**src/rtl/multi_channel_blinker_pkg.sv**
```systemverilog
// multi_channel_blinker shared definitions
// state encodings and default widths
package multi_channel_blinker_pkg;

  localparam int NUM_CH  = 4;
  localparam int CNT_W   = 32;
  localparam int PULSE_W = 8;

  typedef enum logic [1:0] {
    ST_IDLE = 2'd0,
    ST_ON   = 2'd1,
    ST_OFF  = 2'd2
  } state_t;

endpackage

```
**src/rtl/multi_channel_blinker_if.sv**
```systemverilog
// multi_channel_blinker control/status bundle
// packed per-channel buses, ch i at [i*W +: W]
interface multi_channel_blinker_if #(
  parameter int NUM_CH  = 4,
  parameter int CNT_W   = 32,
  parameter int PULSE_W = 8
);

  logic [NUM_CH-1:0]         start;
  logic [NUM_CH-1:0]         stop;
  logic [NUM_CH*CNT_W-1:0]   on_time;
  logic [NUM_CH*CNT_W-1:0]   off_time;
  logic [NUM_CH*PULSE_W-1:0] pulses;
  logic [NUM_CH-1:0]         out;
  logic [NUM_CH-1:0]         busy;
  logic [NUM_CH-1:0]         done;

  modport master (
    output start, stop, on_time, off_time, pulses,
    input  out, busy, done
  );

  modport slave (
    input  start, stop, on_time, off_time, pulses,
    output out, busy, done
  );

endinterface

```
**src/rtl/multi_channel_blinker_channel.sv**
```systemverilog
// multi_channel_blinker single channel
// IDLE/ON/OFF FSM with phase and burst counters
module multi_channel_blinker_channel
  import multi_channel_blinker_pkg::*;
#(
  parameter int CNT_W   = 32,
  parameter int PULSE_W = 8
) (
  input  logic               clk,
  input  logic               reset,
  input  logic               start,
  input  logic               stop,
  input  logic [CNT_W-1:0]   on_time,
  input  logic [CNT_W-1:0]   off_time,
  input  logic [PULSE_W-1:0] pulses,
  output logic               out,
  output logic               busy,
  output logic               done
);

  state_t             state, st_n;
  logic [CNT_W-1:0]   cnt, cnt_n;
  logic [PULSE_W-1:0] rem, rem_n;
  logic [CNT_W-1:0]   on_q, on_n;
  logic [CNT_W-1:0]   off_q, off_n;
  logic               burst_q, burst_n;
  logic               done_n;

  // a zero duration behaves as one cycle
  function automatic logic [CNT_W-1:0] phase_len(
    input logic [CNT_W-1:0] d
  );
    return (d == '0) ? '0 : d - CNT_W'(1);
  endfunction

  // state, counters, latched config, registered outputs
  always_ff @(posedge clk or negedge reset) begin
    if (!reset) begin
      state   <= ST_IDLE;
      cnt     <= '0;
      rem     <= '0;
      on_q    <= '0;
      off_q   <= '0;
      burst_q <= 1'b0;
      out     <= 1'b0;
      busy    <= 1'b0;
      done    <= 1'b0;
    end else begin
      state   <= st_n;
      cnt     <= cnt_n;
      rem     <= rem_n;
      on_q    <= on_n;
      off_q   <= off_n;
      burst_q <= burst_n;
      out     <= (st_n == ST_ON);
      busy    <= (st_n != ST_IDLE);
      done    <= done_n;
    end
  end

  // next state; stop overrides everything
  always_comb begin
    st_n    = state;
    cnt_n   = cnt;
    rem_n   = rem;
    on_n    = on_q;
    off_n   = off_q;
    burst_n = burst_q;
    done_n  = 1'b0;
    if (stop) begin
      st_n = ST_IDLE;
    end else begin
      case (state)
        ST_ON: begin
          if (cnt != '0) begin
            cnt_n = cnt - CNT_W'(1);
          end else if (burst_q &&
                       rem == PULSE_W'(1)) begin
            st_n   = ST_IDLE;
            done_n = 1'b1;
          end else begin
            st_n  = ST_OFF;
            cnt_n = phase_len(off_q);
            if (burst_q)
              rem_n = rem - PULSE_W'(1);
          end
        end
        ST_OFF: begin
          if (cnt != '0) begin
            cnt_n = cnt - CNT_W'(1);
          end else begin
            st_n  = ST_ON;
            cnt_n = phase_len(on_q);
          end
        end
        default: begin
          st_n = ST_IDLE;
          if (start) begin
            st_n    = ST_ON;
            cnt_n   = phase_len(on_time);
            rem_n   = pulses;
            on_n    = on_time;
            off_n   = off_time;
            burst_n = (pulses != '0);
          end
        end
      endcase
    end
  end

endmodule

```
**src/rtl/multi_channel_blinker.sv**
```systemverilog
// multi_channel_blinker top
// slices the packed buses across NUM_CH channels
module multi_channel_blinker
  import multi_channel_blinker_pkg::*;
#(
  parameter int NUM_CH  = 4,
  parameter int CNT_W   = 32,
  parameter int PULSE_W = 8
) (
  input logic              clk,
  input logic              reset,
  multi_channel_blinker_if.slave bus
);

  logic [NUM_CH-1:0] out_w;
  logic [NUM_CH-1:0] busy_w;
  logic [NUM_CH-1:0] done_w;

  assign bus.out  = out_w;
  assign bus.busy = busy_w;
  assign bus.done = done_w;

  for (genvar i = 0; i < NUM_CH; i++) begin : g_ch
    multi_channel_blinker_channel #(
      .CNT_W  (CNT_W),
      .PULSE_W(PULSE_W)
    ) u_ch (
      .clk     (clk),
      .reset   (reset),
      .start   (bus.start[i]),
      .stop    (bus.stop[i]),
      .on_time (bus.on_time[i*CNT_W +: CNT_W]),
      .off_time(bus.off_time[i*CNT_W +: CNT_W]),
      .pulses  (bus.pulses[i*PULSE_W +: PULSE_W]),
      .out     (out_w[i]),
      .busy    (busy_w[i]),
      .done    (done_w[i])
    );
  end

endmodule
```
**src/flat_wrapper.sv**
```systemverilog
// flat-port wrapper written by rule: the top's interface ports become plain ports
module multi_channel_blinker_flat import multi_channel_blinker_pkg::*;
#(
  parameter int NUM_CH  = 4,
  parameter int CNT_W   = 32,
  parameter int PULSE_W = 8
)
  (clk, reset, bus_start, bus_stop, bus_on_time, bus_off_time, bus_pulses, bus_out, bus_busy, bus_done);
  multi_channel_blinker_if #(.NUM_CH(NUM_CH), .CNT_W(CNT_W), .PULSE_W(PULSE_W)) bus_i ();
  input logic clk;
  input logic reset;
  input wire logic [$bits(bus_i.start)-1:0] bus_start;
  input wire logic [$bits(bus_i.stop)-1:0] bus_stop;
  input wire logic [$bits(bus_i.on_time)-1:0] bus_on_time;
  input wire logic [$bits(bus_i.off_time)-1:0] bus_off_time;
  input wire logic [$bits(bus_i.pulses)-1:0] bus_pulses;
  output wire logic [$bits(bus_i.out)-1:0] bus_out;
  output wire logic [$bits(bus_i.busy)-1:0] bus_busy;
  output wire logic [$bits(bus_i.done)-1:0] bus_done;
  assign bus_i.start = bus_start;
  assign bus_i.stop = bus_stop;
  assign bus_i.on_time = bus_on_time;
  assign bus_i.off_time = bus_off_time;
  assign bus_i.pulses = bus_pulses;
  assign bus_out = bus_i.out;
  assign bus_busy = bus_i.busy;
  assign bus_done = bus_i.done;
  multi_channel_blinker #(.NUM_CH(NUM_CH), .CNT_W(CNT_W), .PULSE_W(PULSE_W)) u_core (.clk(clk), .reset(reset), .bus(bus_i));
endmodule
```
**config.mk**
```make
export PLATFORM = sky130hd
export DESIGN_NAME = multi_channel_blinker_flat
export DESIGN_NICKNAME = d
export VERILOG_FILES = /design/src/rtl/multi_channel_blinker_pkg.sv /design/src/rtl/multi_channel_blinker_if.sv /design/src/rtl/multi_channel_blinker_channel.sv /design/src/rtl/multi_channel_blinker.sv /design/src/flat_wrapper.sv
export SDC_FILE = /design/constraint.sdc
export NUM_CORES = 1
export LEC_CHECK = 0
export CAP_MARGIN = 5
export CORE_MARGIN = 2
export CORE_UTILIZATION = 56
export CTS_CLUSTER_DIAMETER = 120
export CTS_CLUSTER_SIZE = 20
export DETAILED_ROUTE_END_ITERATION = 10
export HOLD_SLACK_MARGIN = 0.15
export PLACE_DENSITY = 0.8
export SYNTH_ARGS = -nofsm -noshare
export SYNTH_HDL_FRONTEND = slang
export SYNTH_SLANG_ARGS = --single-unit
```
**constraint.sdc**
```tcl
create_clock -name clk -period 10.5 [get_ports clk]
set_input_delay 1.575 -clock clk [delete_from_list [all_inputs] [get_ports clk]]
set_output_delay 1.575 -clock clk [all_outputs]
set_load 0.02 [all_outputs]
```
==> results.json <==
{
  "max_freq_mhz": 202.0,
  "initialDrtViolationCount": 2965,
  "portBuffers": 309,
  "path_cells": "clkdlybuf4s50_1, nor4_1, nand4b_1, or4_1, o21ai_1, buf_4, o21ai_0, o22a_1",
  "grt_pass1_vias": 25600,
  "avgSynthCellArea_um2": 8.984,
  "clk_latency_ns": 0.59,
  "critPathCaptureType": "register",
  "cp_max_fo": 16,
  "antenna_left": 0,
  "grtUsageMet1_pct": 43.40,
  "ir_worst_vdd_uv": 144.9,
  "cp_data_required_time_ns": 10.98,
  "whs_ns": 0.5058,
  "hold_path_depth": 2,
  "nNetsFinal": 3883,
  "outcome": "finished, final reports clean",
  "period_share_pct": 47.16,
  "holdPathEnd": "u_core.g_ch[3].u_ch.rem[1]",
  "wl_per_cell_um": 20.53,
  "yosys_warnings": 0,
  "grt_pass1_wl_um": 140000,
  "dpl.hpwl_um": 64260,
  "h-tree-depth": 1,
  "wirelength_um": 87020,
  "die_height_um": 235.8,
  "report.final.slew_viol_count": 0,
  "overflow": 0,
  "grt_use_met2_pct": 48.20,
  "layout_commonest_cell": "dfrtp_1",
  "path_clk_slew_ns": 0.09,
  "clk_path_buf_depth": 3,
  "max_stage_delay_ns": 0.87,
  "final_util_pct": 65.06,
  "cp_num_buf_inv": 2,
  "r2r_slack_ns": 6.29,
  "grt_max_degree": 163,
  "yosysUniqueCellTypes": 72,
  "cts_sinks": 440,
  "worstSetupStartpointType": "primary input",
  "drc": 0,
  "synth_edf_count": 0,
  "min_period_ns": 4.951,
  "maxCapViolCount": 0,
  "io_pins": 310,
  "reg2reg_to": "u_core.g_ch[2].u_ch.cnt[24]",
  "vias": 27380,
  "setup_viol": 0,
  "hp-class": "reg2reg",
  "dieArea_um2": 55580,
  "drive_gt1_share_pct": 10.72,
  "start_util_pct": 56.89,
  "tns_ns": 0,
  "grt_util_all_layers_pct": 30.58,
  "cp.arrival_ns": 5.44,
  "top_usage_layer": "met2",
  "core_region_area_um2": 52870,
  "rr_startpoint": "u_core.g_ch[2].u_ch.cnt[8]",
  "finalHoldViolCount": 0,
  "path_class": "in2reg",
  "relSlewSlack_pct": 19.51,
  "hp-start": "u_core.g_ch[3].u_ch.rem[1]",
  "synth_cells": 3348,
  "synthArstFlopShare_pct": 100.0,
  "worst_pin_slew_ns": 1.198,
  "path_delay_family": "simple AND/OR/NAND/NOR gates",
  "antenna_found_initial": 12,
  "p_leak_nw": 12.30,
  "cpMaxStageDelayCell": "o21ai_1",
  "syn_to_final_growth_pct": 14.36,
  "final_cell_mix": "440 x dfrtp_1, 308 x clkdlybuf4s50_1, 290 x nor2_1, 253 x mux2_2, 237 x xnor2_1",
  "dr.pass1.iters": 7,
  "cts_resized": 0,
  "cts_tree": "yes",
  "cts_setup_buffers": 0,
  "hold_buffers": 0,
  "synth_ff_type": "dfrtp_1",
  "synth-seq-cells": 440,
  "die_width_um": 235.8,
  "rows": 84,
  "ys_seq_area_share_pct": 36.61,
  "use_met3_pct": 4.960,
  "reg2reg_depth": 8,
  "synth_nets": 3686,
  "fin_worst_skew_ns": 0.02224,
  "root_buffer": "clkbuf_16",
  "netlist_area_um2": 30080,
  "gp_congestion": 0.9676,
  "routed_via_density": 6.461,
  "cts-buffers-inserted": 25,
  "rsz0062_at_grt": "false",
  "p_per_area_nw_per_um2": 134.1
}
-- state kept, by name (all words and copies together) (netlist names) --
signal / count
u_core.g_ch.u_ch.cnt: 128
u_core.g_ch.u_ch.busy: 4
u_core.g_ch.u_ch.out: 4
u_core.g_ch.u_ch.state: 8
u_core.g_ch.u_ch.done: 4
u_core.g_ch.u_ch.burst_q: 4
u_core.g_ch.u_ch.rem: 32
u_core.g_ch.u_ch.on_q: 128
u_core.g_ch.u_ch.off_q: 128
-- cells in the mapped netlist, types with 10 or more instances --
library cell | n | area (um^2)
a31oi_1 | 21 | 131.4
o221ai_1 | 52 | 455.4
a221oi_1 | 11 | 96.34
nor2_1 | 290 | 1089
inv_1 | 75 | 281.5
nor3b_1 | 14 | 105.1
o41ai_1 | 13 | 113.9
mux2_2 | 253 | 2849
or3_1 | 95 | 594.3
a22oi_1 | 51 | 382.9
a21o_1 | 15 | 112.6
o31ai_1 | 25 | 187.7
o22a_1 | 18 | 157.7
nand4_1 | 34 | 212.7
clkbuf_1 | 138 | 518.0
or2_2 | 23 | 143.9
mux2i_1 | 18 | 180.2
xnor2_1 | 237 | 2076
dfrtp_1 | 440 | 11010
nand2_1 | 186 | 698.2
nor4_1 | 172 | 1076
ha_1 | 40 | 500.5
nor4b_1 | 12 | 105.1
o21ai_0 | 155 | 775.7
xor2_1 | 167 | 1463
o22ai_1 | 61 | 381.6
buf_1 | 29 | 108.9
or4_1 | 74 | 555.5
a21oi_1 | 206 | 1031
a32oi_1 | 10 | 87.58
nand3b_1 | 13 | 97.59
nand2b_1 | 19 | 118.9
nor3_1 | 185 | 925.9
buf_4 | 12 | 90.09
nand3_1 | 44 | 220.2
-- kinds of logic (layout without fill, tap and decap cells) --
family,Yosys count,in the layout,synth area share (%)
simple gates,1207,1207,20.96
compound gates,726,726,15.51
flops,440,440,36.61
xor+xnor,404,404,11.76
mux,271,271,10.07
buf+inv,260,456,3.419
fa+ha+maj,40,40,1.664
other cells,0,6,0
-- metal layers --
layer,part of all wire [%],vias to the layer above
li1,-,12790
met1,43,13140
met2,45,1267
met3,8.4,169
met4,3.1,10
met5,0.071,-
-- power breakdown --
group | total [mW] | switching, mW | internal (mW)
Sequential | 2.37 | 0.388 | 1.98
Clock | 1.00 | 0.579 | 0.425
Combinational | 1.24 | 0.611 | 0.625
Total | 4.61 | 1.58 | 3.03
-- layout make-up --
| class | count | area [um^2] |
|---|---|---|
| clock inverters | 1 | 8.758 |
| diodes | 6 | 15.01 |
| flip-flops and latches | 440 | 11010 |
| clock buffers | 25 | 625.6 |
| well taps | 688 | 860.8 |
| multi-input cells | 2648 | 18140 |
| inverters | 75 | 281.5 |
| fillers | 4365 | 18470 |
| repair buffers | 355 | 3456 |
-- tightest hold or removal path: stages, from the launching register on --
cell and delay, ns:
dfrtp_1 0.36, nand2_1 0.05, o21ai_0 0.06
-- worst max path at each step --
stage / start / endpoint / slack (ns) / cells past startpoint
final: bus_on_time[40] / u_core.g_ch[1].u_ch.cnt[4] / 5.55 / 8
after global routing: bus_on_time[40] / u_core.g_ch[1].u_ch.cnt[3] / 5.44 / 9
after CTS: bus_on_time[40] / u_core.g_ch[1].u_ch.cnt[4] / 5.70 / 8
after detailed placement: bus_on_time[40] / u_core.g_ch[1].u_ch.cnt[4] / 5.06 / 8
after global placement: bus_on_time[40] / u_core.g_ch[1].u_ch.cnt[9] / 5.14 / 9
after floorplan: bus_on_time[22] / u_core.g_ch[0].u_ch.cnt[19] / 6.15 / 6
-- through the flow --
step           cells  setup slack (ns)  power [mW]  cell area, um^2
2_1_floorplan   3348             6.152       3.122            30080
3_3_place_gp    4206             5.138       3.563            33750
3_5_place_dp    4206             5.057       3.604            33750
4_1_cts         4232             5.700       4.608            34380
5_1_grt         4238             5.436       4.859            34400
6_report        4238             5.549       4.613            34400
Note: power is estimated with default switching activity, not from simulation.
